`config.mk`:
```
export PLATFORM = sky130hd
export DESIGN_NAME = verificacion_secuencia
export DESIGN_NICKNAME = d
export VERILOG_FILES = /design/src/rtl/calc_pkg.sv /design/src/rtl/clasificador_tecla.sv /design/src/rtl/verificacion_secuencia.sv
export SDC_FILE = /design/constraint.sdc
export NUM_CORES = 1
export LEC_CHECK = 0
export ABC_AREA = 1
export BUFFER_PORTS_ARGS = -buffer_cell sky130_fd_sc_hd__buf_4
export CAP_MARGIN = 20
export CORE_ASPECT_RATIO = 1.2
export CORE_MARGIN = 1.5
export CORE_UTILIZATION = 45
export CTS_CLUSTER_SIZE = 24
export DETAILED_ROUTE_END_ITERATION = 10
export GPL_TIMING_DRIVEN = 0
export HOLD_SLACK_MARGIN = 0.05
export PLACE_DENSITY_LB_ADDON = 0.15
export REMOVE_ABC_BUFFERS = 1
export SYNTH_ARGS = -nofsm -noshare
export SYNTH_HDL_FRONTEND = slang
export SYNTH_SLANG_ARGS = --single-unit
export TNS_END_PERCENT = 100
```
`constraint.sdc`:
```
create_clock -name clk -period 2.1 [get_ports clk]
set_clock_uncertainty 0.15 [all_clocks]
set_input_delay 0.42 -clock clk [delete_from_list [all_inputs] [get_ports clk]]
set_output_delay 0.42 -clock clk [all_outputs]
set_load 0.005 [all_outputs]
```
`src/rtl/calc_pkg.sv`:
```
// Shared types and default key codes for the calculator key-sequencing stage.
package calc_pkg;

  typedef enum logic [2:0] {
    ESPERA_A  = 3'd0,
    CARGA_A   = 3'd1,
    ESPERA_OP = 3'd2,
    CARGA_B   = 3'd3,
    RESULTADO = 3'd4
  } estado_t;

  typedef enum logic [2:0] {
    CLASE_DIGITO,
    CLASE_OPERADOR,
    CLASE_IGUAL,
    CLASE_BORRAR,
    CLASE_OTRA
  } clase_t;

  localparam logic [3:0] COD_SUMA_DEF   = 4'hF;
  localparam logic [3:0] COD_RESTA_DEF  = 4'hE;
  localparam logic [3:0] COD_IGUAL_DEF  = 4'hD;
  localparam logic [3:0] COD_BORRAR_DEF = 4'hC;

endpackage

```
`src/rtl/clasificador_tecla.sv`:
```
// Combinational key classifier: maps a translated key code onto its key class.
module clasificador_tecla
  import calc_pkg::*;
#(
  parameter int         CODE_W     = 4,
  parameter logic [3:0] COD_SUMA   = COD_SUMA_DEF,
  parameter logic [3:0] COD_RESTA  = COD_RESTA_DEF,
  parameter logic [3:0] COD_IGUAL  = COD_IGUAL_DEF,
  parameter logic [3:0] COD_BORRAR = COD_BORRAR_DEF
) (
  input  logic [CODE_W-1:0] codigo,
  output clase_t            clase
);

  always_comb begin
    clase = CLASE_OTRA;
    if (codigo < CODE_W'(10))
      clase = CLASE_DIGITO;
    else if (codigo == CODE_W'(COD_SUMA) || codigo == CODE_W'(COD_RESTA))
      clase = CLASE_OPERADOR;
    else if (codigo == CODE_W'(COD_IGUAL))
      clase = CLASE_IGUAL;
    else if (codigo == CODE_W'(COD_BORRAR))
      clase = CLASE_BORRAR;
  end

endmodule

```
`src/rtl/verificacion_secuencia.sv`:
```
// Entry sequencer: operand A, operator, operand B, equals. Filters keys and
// issues registered single-cycle strobes toward the operand memory and ALU.
module verificacion_secuencia
  import calc_pkg::*;
#(
  parameter int         CODE_W     = 4,
  parameter int         MAX_DIGITS = 4,
  parameter logic [3:0] COD_SUMA   = COD_SUMA_DEF,
  parameter logic [3:0] COD_RESTA  = COD_RESTA_DEF,
  parameter logic [3:0] COD_IGUAL  = COD_IGUAL_DEF,
  parameter logic [3:0] COD_BORRAR = COD_BORRAR_DEF,
  localparam int        CNT_W      = $clog2(MAX_DIGITS + 1)
) (
  input  logic              clk,
  input  logic              rst_n,
  input  logic              tecla_valida,
  input  logic [CODE_W-1:0] numero_traducido,
  output logic [CODE_W-1:0] salida,
  output logic              enable_memoria,
  output logic              sel_operando,
  output logic [CODE_W-1:0] operador,
  output logic              op_valido,
  output logic              calcular,
  output logic              limpiar,
  output logic              rechazo,
  output logic [CNT_W-1:0]  cuenta_digitos,
  output logic [2:0]        estado
);

  // Handshake: tecla_valida is a single-cycle qualifier with no back-pressure;
  // every cycle it is high carries exactly one key, answered in the next cycle.

  localparam logic [CNT_W-1:0] CNT_MAX = CNT_W'(MAX_DIGITS);
  localparam estado_t TRAS_PRIMER_DIGITO = (MAX_DIGITS == 1) ? ESPERA_OP : CARGA_A;

  estado_t estado_q;
  clase_t  clase;
  logic [CNT_W-1:0] cuenta_mas_uno;

  assign estado         = estado_q;
  assign cuenta_mas_uno = cuenta_digitos + CNT_W'(1);

  clasificador_tecla #(
    .CODE_W     (CODE_W),
    .COD_SUMA   (COD_SUMA),
    .COD_RESTA  (COD_RESTA),
    .COD_IGUAL  (COD_IGUAL),
    .COD_BORRAR (COD_BORRAR)
  ) u_clasificador (
    .codigo (numero_traducido),
    .clase  (clase)
  );

  always_ff @(posedge clk or negedge rst_n) begin
    if (!rst_n) begin
      estado_q       <= ESPERA_A;
      salida         <= '0;
      enable_memoria <= 1'b0;
      sel_operando   <= 1'b0;
      operador       <= '0;
      op_valido      <= 1'b0;
      calcular       <= 1'b0;
      limpiar        <= 1'b0;
      rechazo        <= 1'b0;
      cuenta_digitos <= '0;
    end else begin
      enable_memoria <= 1'b0;
      op_valido      <= 1'b0;
      calcular       <= 1'b0;
      limpiar        <= 1'b0;
      rechazo        <= 1'b0;

      case (estado_q)
        ESPERA_A, CARGA_A, ESPERA_OP, CARGA_B, RESULTADO: begin
          if (tecla_valida) begin
            case (clase)
              CLASE_BORRAR: begin
                limpiar        <= 1'b1;
                cuenta_digitos <= '0;
                operador       <= '0;
                sel_operando   <= 1'b0;
                estado_q       <= ESPERA_A;
              end

              CLASE_DIGITO: begin
                case (estado_q)
                  ESPERA_A: begin
                    salida         <= numero_traducido;
                    enable_memoria <= 1'b1;
                    cuenta_digitos <= CNT_W'(1);
                    estado_q       <= TRAS_PRIMER_DIGITO;
                  end
                  CARGA_A: begin
                    salida         <= numero_traducido;
                    enable_memoria <= 1'b1;
                    cuenta_digitos <= cuenta_mas_uno;
                    if (cuenta_mas_uno == CNT_MAX) estado_q <= ESPERA_OP;
                  end
                  CARGA_B: begin
                    if (cuenta_digitos < CNT_MAX) begin
                      salida         <= numero_traducido;
                      enable_memoria <= 1'b1;
                      cuenta_digitos <= cuenta_mas_uno;
                    end else begin
                      rechazo <= 1'b1;
                    end
                  end
                  RESULTADO: begin
                    // A new digit after a result starts a fresh calculation.
                    limpiar        <= 1'b1;
                    salida         <= numero_traducido;
                    enable_memoria <= 1'b1;
                    cuenta_digitos <= CNT_W'(1);
                    sel_operando   <= 1'b0;
                    estado_q       <= TRAS_PRIMER_DIGITO;
                  end
                  default: rechazo <= 1'b1;
                endcase
              end

              CLASE_OPERADOR: begin
                case (estado_q)
                  ESPERA_A: rechazo <= 1'b1;
                  CARGA_B: begin
                    if (cuenta_digitos == '0) begin
                      operador  <= numero_traducido;
                      op_valido <= 1'b1;
                    end else begin
                      rechazo <= 1'b1;
                    end
                  end
                  default: begin
                    operador       <= numero_traducido;
                    op_valido      <= 1'b1;
                    cuenta_digitos <= '0;
                    sel_operando   <= 1'b1;
                    estado_q       <= CARGA_B;
                  end
                endcase
              end

              CLASE_IGUAL: begin
                if (estado_q == CARGA_B && cuenta_digitos != '0) begin
                  calcular <= 1'b1;
                  estado_q <= RESULTADO;
                end else if (estado_q == RESULTADO) begin
                  calcular <= 1'b1;
                end else begin
                  rechazo <= 1'b1;
                end
              end

              default: rechazo <= 1'b1;
            endcase
          end
        end

        default: estado_q <= ESPERA_A;
      endcase
    end
  end

endmodule
```
==> results of run 1 <==
## power breakdown
part	internal (mW)	switching, mW
Clock	0.106	0.113
Combinational	0.310	0.366
Sequential	0.510	0.103
## kinds of logic after synthesis
group	after synthesis
buffers and inverters	21
DFF	20
adders and majority gates	3
and+or+nand+nor	90
AOI/OAI and AO/OA	12
## per-layer routing
layer / share of wire (%) / vias up
li1: - / 520
met1: 43 / 465
met2: 50 / 27
met3: 4.3 / 7
met4: 2.5 / 0
met5: 0 / -
## cell usage in the layout, fill, tap and decap left out, drive strengths merged, types with 2 or more instances in the layout
| cell type | Yosys | final |
|---|---|---|
| a21oi | 4 | 4 |
| buf | 0 | 26 |
| clkbuf | 0 | 4 |
| dfrtp | 20 | 20 |
| ha | 3 | 3 |
| inv | 20 | 20 |
| nand2 | 60 | 60 |
| nand3 | 15 | 15 |
| nand4 | 2 | 2 |
| nor2 | 13 | 13 |
| o21ai | 8 | 8 |
## flip-flops by register name, summed over array words and instances, names as in the netlist
| name | count |
|---|---|
| salida | 4 |
| limpiar | 1 |
| operador | 4 |
| cuenta_digitos | 3 |
| rechazo | 1 |
| sel_operando | 1 |
| enable_memoria | 1 |
| estado | 3 |
| calcular | 1 |
| op_valido | 1 |
## how the worst max path moves through the flow
stage | cells past startpoint | slack, ns | endpoint | start
after global routing | 8 | 0.28 | cuenta_digitos[2] | estado[1]
after global placement | 8 | 0.47 | rechazo | numero_traducido[3]
after CTS | 8 | 0.41 | cuenta_digitos[0] | estado[1]
after detailed placement | 8 | 0.43 | cuenta_digitos[0] | estado[1]
final | 8 | 0.41 | cuenta_digitos[0] | estado[1]
after floorplan | 8 | 0.62 | cuenta_digitos[0] | estado[1]
## area by class of cell
type	count	area (µm²)
fill	211	915
tap	31	38.8
clock buffer	4	36.3
inverter	21	78.8
sequential	20	500
timing repair buffer	27	205
multi-input combinational	105	532
## worst min-delay path, cell delays in order
cell and delay, ns:
buf_4 0.10, nand2_1 0.05, nand2_1 0.05
## per-stage QoR
| step | setup WS, ns | power [mW] | hold WS [ns] | cells |
|---|---|---|---|---|
| after floorplan | 0.620 | 1.00 | -0.0256 | 146 |
| after global placement | 0.472 | 1.28 | 0.158 | 203 |
| after detailed placement | 0.434 | 1.30 | 0.164 | 203 |
| after CTS | 0.411 | 1.53 | 0.196 | 208 |
| after global routing | 0.281 | 1.66 | 0.201 | 208 |
| final | 0.415 | 1.51 | 0.203 | 208 |
==> out/results.txt, run 1 <==
Total setup violations reported at the end of the flow: 0. The reg-to-reg critical path startpoint was estado[1]. The final routed wire length divided by cell count works out to 11.1 µm. Clock-pin slew was measured on the worst setup and hold paths at 0.11 ns. For hold timing, the worst endpoint is salida[3]. The relative slew slack is 75.0%, and the signed area change from the synthesized netlist to the final layout is 25.2%. The initial antenna violation count is 0, and the proportion of register bits with asynchronous set or reset after synthesis is 100%. The run gives 2310 µm² as the core area. The post-synthesis cell area was 1110 µm².

The worst setup path is launched from a register. The timing-limited maximum frequency was 593 MHz. Setup slack on the worst reg-to-reg path comes out at 0.41 ns.

By count the netlist is led by 54 x nand2_1, 20 x dfrtp_1, 16 x inv_1. The tools report the number of hold-slack violations in the final timing report as 0. Buffers inserted during clock tree synthesis total 3. Yosys printed 0 warnings. Count of final max-slew check failures: 0.

The required arrival time at the worst endpoint is 2.15 ns. Setup repair after global routing left no endpoint under its margin. The share of synthesized cell area in full adder, half adder and majority cells came out at 3.38%. Met3 usage: 2.62%. Of the total synthesized cell area, the portion taken by XOR and XNOR cells is 0%.

In the synthesized netlist the dominant register cell turns out to be dfrtp_1. The total routing usage reported by global routing was 19.8%; the final antenna-violating net count was 0. The global-route met1 utilization is 24.2%. The kind of cell with the highest combined delay on the critical path was simple AND/OR/NAND/NOR gates. Across the run, the number of max-cap violations was 0. The delay of the slowest cell on the worst path was 0.49 ns. After clock tree synthesis, the setup repair step added 0 buffers.

In this run the vertical extent of the chip is 57.4 µm. Counting every instance in the synthesized netlist gives 146. After global routing the overflow that remains totals 0.

TritonCTS built the clock tree. The slowest stage of the critical path is the dfrtp_1 cell. The top cell type by area accounts for 45.0% of the synthesized area. Main combinational cell family by area after synthesis: simple AND/OR/NAND/NOR gates.

met2 is the most crowded layer. For this run, the register share of the synthesized area comes to 45.0%. The number of buffers and inverters on the critical path is 2. The worst hold path class was input port to register. The HPWL after detailed placement is 1.83 mm. Among all cell types in the netlist, the one instantiated most often is nand2_1. From left edge to right edge, the die measures 48.4 µm. The tools report the worst voltage drop across the vdd grid as 0.667 mV. The layout net count was 188; the share of post-route cells with drive strength above 1 was 27.7%. The sum of routed wire length over all layers was 2.31 mm; the pin slew with the least headroom to its limit was 0.375 ns. DRC violation total after the first TritonRoute iteration: 21. Average vias per placed instance: 4.90. The first-pass GRT wire length was 4.31 mm; the summed area of non-filler cells in the final layout was 1390 µm². Sorting the synthesized cells by area gives the leading types as dfrtp_1 45%, nand2_1 18%, nand3_1 6.3%. The run gives 0 as the number of inserted diodes. Summing the areas of all compound-gate instances in the mapped netlist gives 6.42% of the synthesized area. Dividing the final minimum period by the clock period gives 80.3%. The count of buffers added on input and output ports is 26.

The worst setup path is captured at a register. The cell type with the largest total area after synthesis was dfrtp_1. The cell repeated most along the worst path is nand2_1. The final core utilization was 60.3%. The H-tree level count is 1. The critical path is of the register to register type. The initial utilization of the core area, before any placement, comes to 48.2%.

The mux contribution to synthesized area was 0%; the via count of the first global-routing pass was 1,021. The tools report the cell chosen for the clock root as clkbuf_4. STA puts the critical path data arrival time at 1.74 ns.

The post-synthesis average cell area is 7.61 µm². The startpoint identified for the worst hold timing path is numero_traducido[3]. Counting flops and latches in the post-synthesis netlist gives 20. Of the total synthesized cell area, the portion taken by AND, OR, NAND and NOR gates is 38.1%. The depth of the worst register-to-register path is 8, and the cell area power density is 1080 nW/µm². The number of different library cells used by synthesis comes to 19. The smallest clock period supported by the final layout is computed as 1.69 ns. Of all nets on the critical path, the largest fanout is 7.

The die area is 2780 µm². The flow ran to the end, and the final reports show no timing, DRC or antenna violations. The tools report the insertion delay to the later sink of the worst-skew pair as 0.30 ns. The synthesized design contains 0 enable-type register cells. The logs give 1350 µm² for the placed instance area and 27 for the total I/O pin count.

The run gives 20 as the total number of clock tree sinks. The leakage power figure was 0.792 nW. The number of detailed-route iterations in the first pass is 4.

The post-cts hold buffer count was 1. The row count came out at 19. Entering global routing, the biggest net connects 21 pins. For met2 alone, demand over resource in global routing was 34.9%.

The tools report the sum of negative setup slack as 0 ns. In the routed design, unresolved DRC markers number 0. Once the clock tree was built, the resizer swapped 0 gates to a different size. The tools report the via count of the routed design as 1,019. In this run the deepest clock path goes through 2 buffers.

The cell depth of the worst min-delay path came out at 3. The final estimated routing congestion in global placement is 0.877. The reg-to-reg endpoint was cuenta_digitos[0]. The critical path goes through nor2_4 -> inv_2 -> a21oi_4 -> inv_2 -> nor2_2 -> nand2_1 -> nand2_1 -> nand2_1.
Power figures use the tool's default switching activity.
==> run 2, diff against run 1 <==
Clock period 2.1 ns to 1.6 ns, I/O delays scaled along.
==> out/results.txt, run 2 (synthesis results as in run 1) <==
The run finished with clean final reports. The number of placed instances with taps included was 203 (unchanged). The reg-to-reg setup timing slack came out at 0.08 ns (-0.34 ns). STA classifies the critical path endpoint as an output port.

The worst setup path is of the register to output port kind. The critical path arrival was 1.05 ns (-0.69 ns). In the layout the commonest cells are 49 x nand2_1, 33 x buf_4, 17 x dfrtp_1, 15 x inv_1, 12 x nand3_1.

The overall power after layout was 2.21 mW (+46%). The tools report the final estimated routing congestion in global placement as 0.877 (unchanged). Buffer levels on the longest clock path: 2 (unchanged). Layout net count: 195 (+3.7%).

The run gives 1 (unchanged) as the H-tree level count. The number of max-cap violations was 0 (unchanged). The tree is rooted in a clkbuf_4. The switching power is 878 µW (+51%). For the total routing usage reported by global routing, the log shows 20.4% (+0.68 points). The logs give 4.41 mm (+2.4%) for the first-pass GRT wire length and 2310 µm² (unchanged) for the core area.

The tools report the count of final max-slew check failures as 0 (unchanged). The tools report the number of cells in the finished layout apart from fillers as 215 (+3.4%). The count of buffer and inverter cells on the critical path was 2 (unchanged). The number of hold-slack violations in the final timing report is 0 (unchanged), and the post-route clock period utilization is 95.1%. The switching share of power was 39.8% (+1.2 points). The via count of the routed design was 1,090 (+7.0%).

The largest registers in the layout are operador x4, salida x4. The placed instance area was 1350 µm² (unchanged). The worst hold path belongs to the class input port to register. The via count of the first global-routing pass was 1,024 (+0.29%).

Slowest stage cell on the critical path: dfrtp_2. The required arrival time at the worst endpoint came out at 1.13 ns (-1.02 ns). The cell area power density was 1460 nW/µm² (+34%). The tools report the number of inserted diodes as 0 (unchanged). The row count was 19 (unchanged). The insertion delay to the later sink of the worst-skew pair is 0.31 ns (about the same), and the signed area change from the synthesized netlist to the final layout is 36.4%. The die area is 2780 µm² (unchanged), and the number of detailed-route iterations in the first pass is 4 (unchanged).

The final antenna-violating net count was 0 (unchanged); the DRC violation total after the first TritonRoute iteration was 42 (+100%). The delay of the slowest cell on the worst path was 0.44 ns (-0.05 ns); the initial antenna violation count was 0 (unchanged). The share of total power in combinational logic is 50.8% (+6.0 points). The run gives 70.8% (-4.1 points) as the relative slew slack. The worst-path maximum fanout was 6 (-1). The final routed wire length divided by cell count is 12.2 µm (+9.5%), and the summed area of non-filler cells in the final layout is 1520 µm² (+8.9%). The tools report the sum of negative setup slack as 0 ns (unchanged).

The maximum number of pins on one net before global-route repair was 21 (unchanged). The run gives 0.834 nW (+5.3%) as the leakage power figure. In this design, the critical path's most frequently occurring cell is buf_4.

Sequential fraction of design power: 35.7% (-4.9 points). Startpoint class of the critical path: a register. The horizontal extent of the die is 48.4 µm (unchanged), and the sum of routed wire length over all layers is 2.62 mm (+13%).

The most common cell after layout, fill and taps aside is nand2_1. The tools report the total setup violations reported at the end of the flow as 0 (unchanged). Walking the worst path, the cells encountered are buf_4 -> buf_4.

The logs give 0 (unchanged) for the detailed-route DRC error count and 190 (-10%) for the fill cell total of the finished layout. The kind of cell with the highest combined delay on the critical path was flip-flops. The clock-pin slew reported for the worst setup and hold paths after clock tree synthesis was 0.11 ns (about the same); the clock period minus final worst setup slack was 1.52 ns. The detailed-placement wirelength estimate came out at 1.83 mm (unchanged).

The number of buffers created by CTS is 3 (unchanged), and the die height is 57.4 µm (unchanged). The tools report the part of the total power dissipated in the clock network as 13.4% (-1.1 points). The logs give 657 MHz for the timing-limited maximum frequency and 27 (unchanged) for the total I/O pin count. The worst voltage drop across the vdd grid was 0.959 mV (+44%). TritonCTS built the clock tree.

The average vias per placed instance works out to 5.07 (+3.5%). The share of post-route cells with drive strength above 1 came out at 38.6% (+11 points). Count of input and output buffers: 26 (unchanged). The pin slew with the least headroom to its limit was 0.434 ns (+0.0590 ns); the total grt overflow was 0 (unchanged). Final core utilization: 65.7% (+5.4 points). For the total number of clock tree sinks, the log shows 20 (unchanged). The initial core utilization is 48.2% (unchanged), and the internal power component is 1.33 mW (+44%).
run 2: cell count changes in the layout (fill, tap and decap cells not counted), sizes merged:
| cell | delta |
|---|---|
| buf | +7 |
run 2: worst paths after layout:
| path | from | to | cells past startpoint |
|---|---|---|---|
| hold reg to reg | sel_operando | sel_operando | 2 |
| hold / removal | numero_traducido[3] | salida[3] | 3 |
| min in group asynchronous | rst_n | operador[3] | 2 |
| setup / recovery | estado[1] | estado[1] | 2 |
| setup reg to reg | estado[0] | cuenta_digitos[0] | 10 |
| max in group asynchronous | rst_n | estado[0] | 2 |
run 2: metal layers:
layer,part of all wire (%),global-route usage (%),up-vias,wire length [µm]
met5,0,0,-,0
met1,40,24.2,498,1050
met3,5.4,2.62,11,141
met2,52,38.1,51,1360
li1,-,-,530,-
met4,2.3,7.35,0,61
run 2: cell type report:
| class | count | area (µm²) | share of cell area (%) |
|---|---|---|---|
| repair buffers | 34 | 258 | 17.0 |
| multi-input cells | 105 | 597 | 39.4 |
| flip-flops and latches | 20 | 504 | 33.3 |
| clock buffers | 4 | 36.3 | 2.39 |
| inverters | 21 | 81.3 | 5.37 |
| well taps | 31 | 38.8 | 2.56 |
run 2: power groups by stage:
| stage | registers (mW) | logic, mW | clock network [mW] |
|---|---|---|---|
| finish | 0.788 | 1.12 | 0.296 |
| global route | 0.811 | 1.25 | 0.324 |
| CTS | 0.786 | 1.00 | 0.302 |
| detailed placement | 0.816 | 0.895 | 0 |
| global placement | 0.807 | 0.870 | 0 |
| floorplan | 0.818 | 0.495 | 0 |
run 2: stage by stage:
stage,setup slack (ns),hold WS [ns]
after floorplan,0.120,-0.126
after global placement,-0.0260,0.0580
after detailed placement,-0.0661,0.0645
after CTS,0.0180,0.0962
after global routing,-0.00209,0.103
final,0.0781,0.0958
run 2: what timing repair did:
action / 4_1_cts / 5_1_grt
hold buffers: 1 / 0
resized for setup: 3 / 20
setup endpoints to repair: 10 / 13
setup buffers: 6 / 1
pin swaps: 3 / 7
endpoints found under the hold margin: 20 / 0
run 2: worst min-delay path, stage by stage:
cell	delay [ns]
buf_4	0.10
nand2_1	0.05
nand2_1	0.05
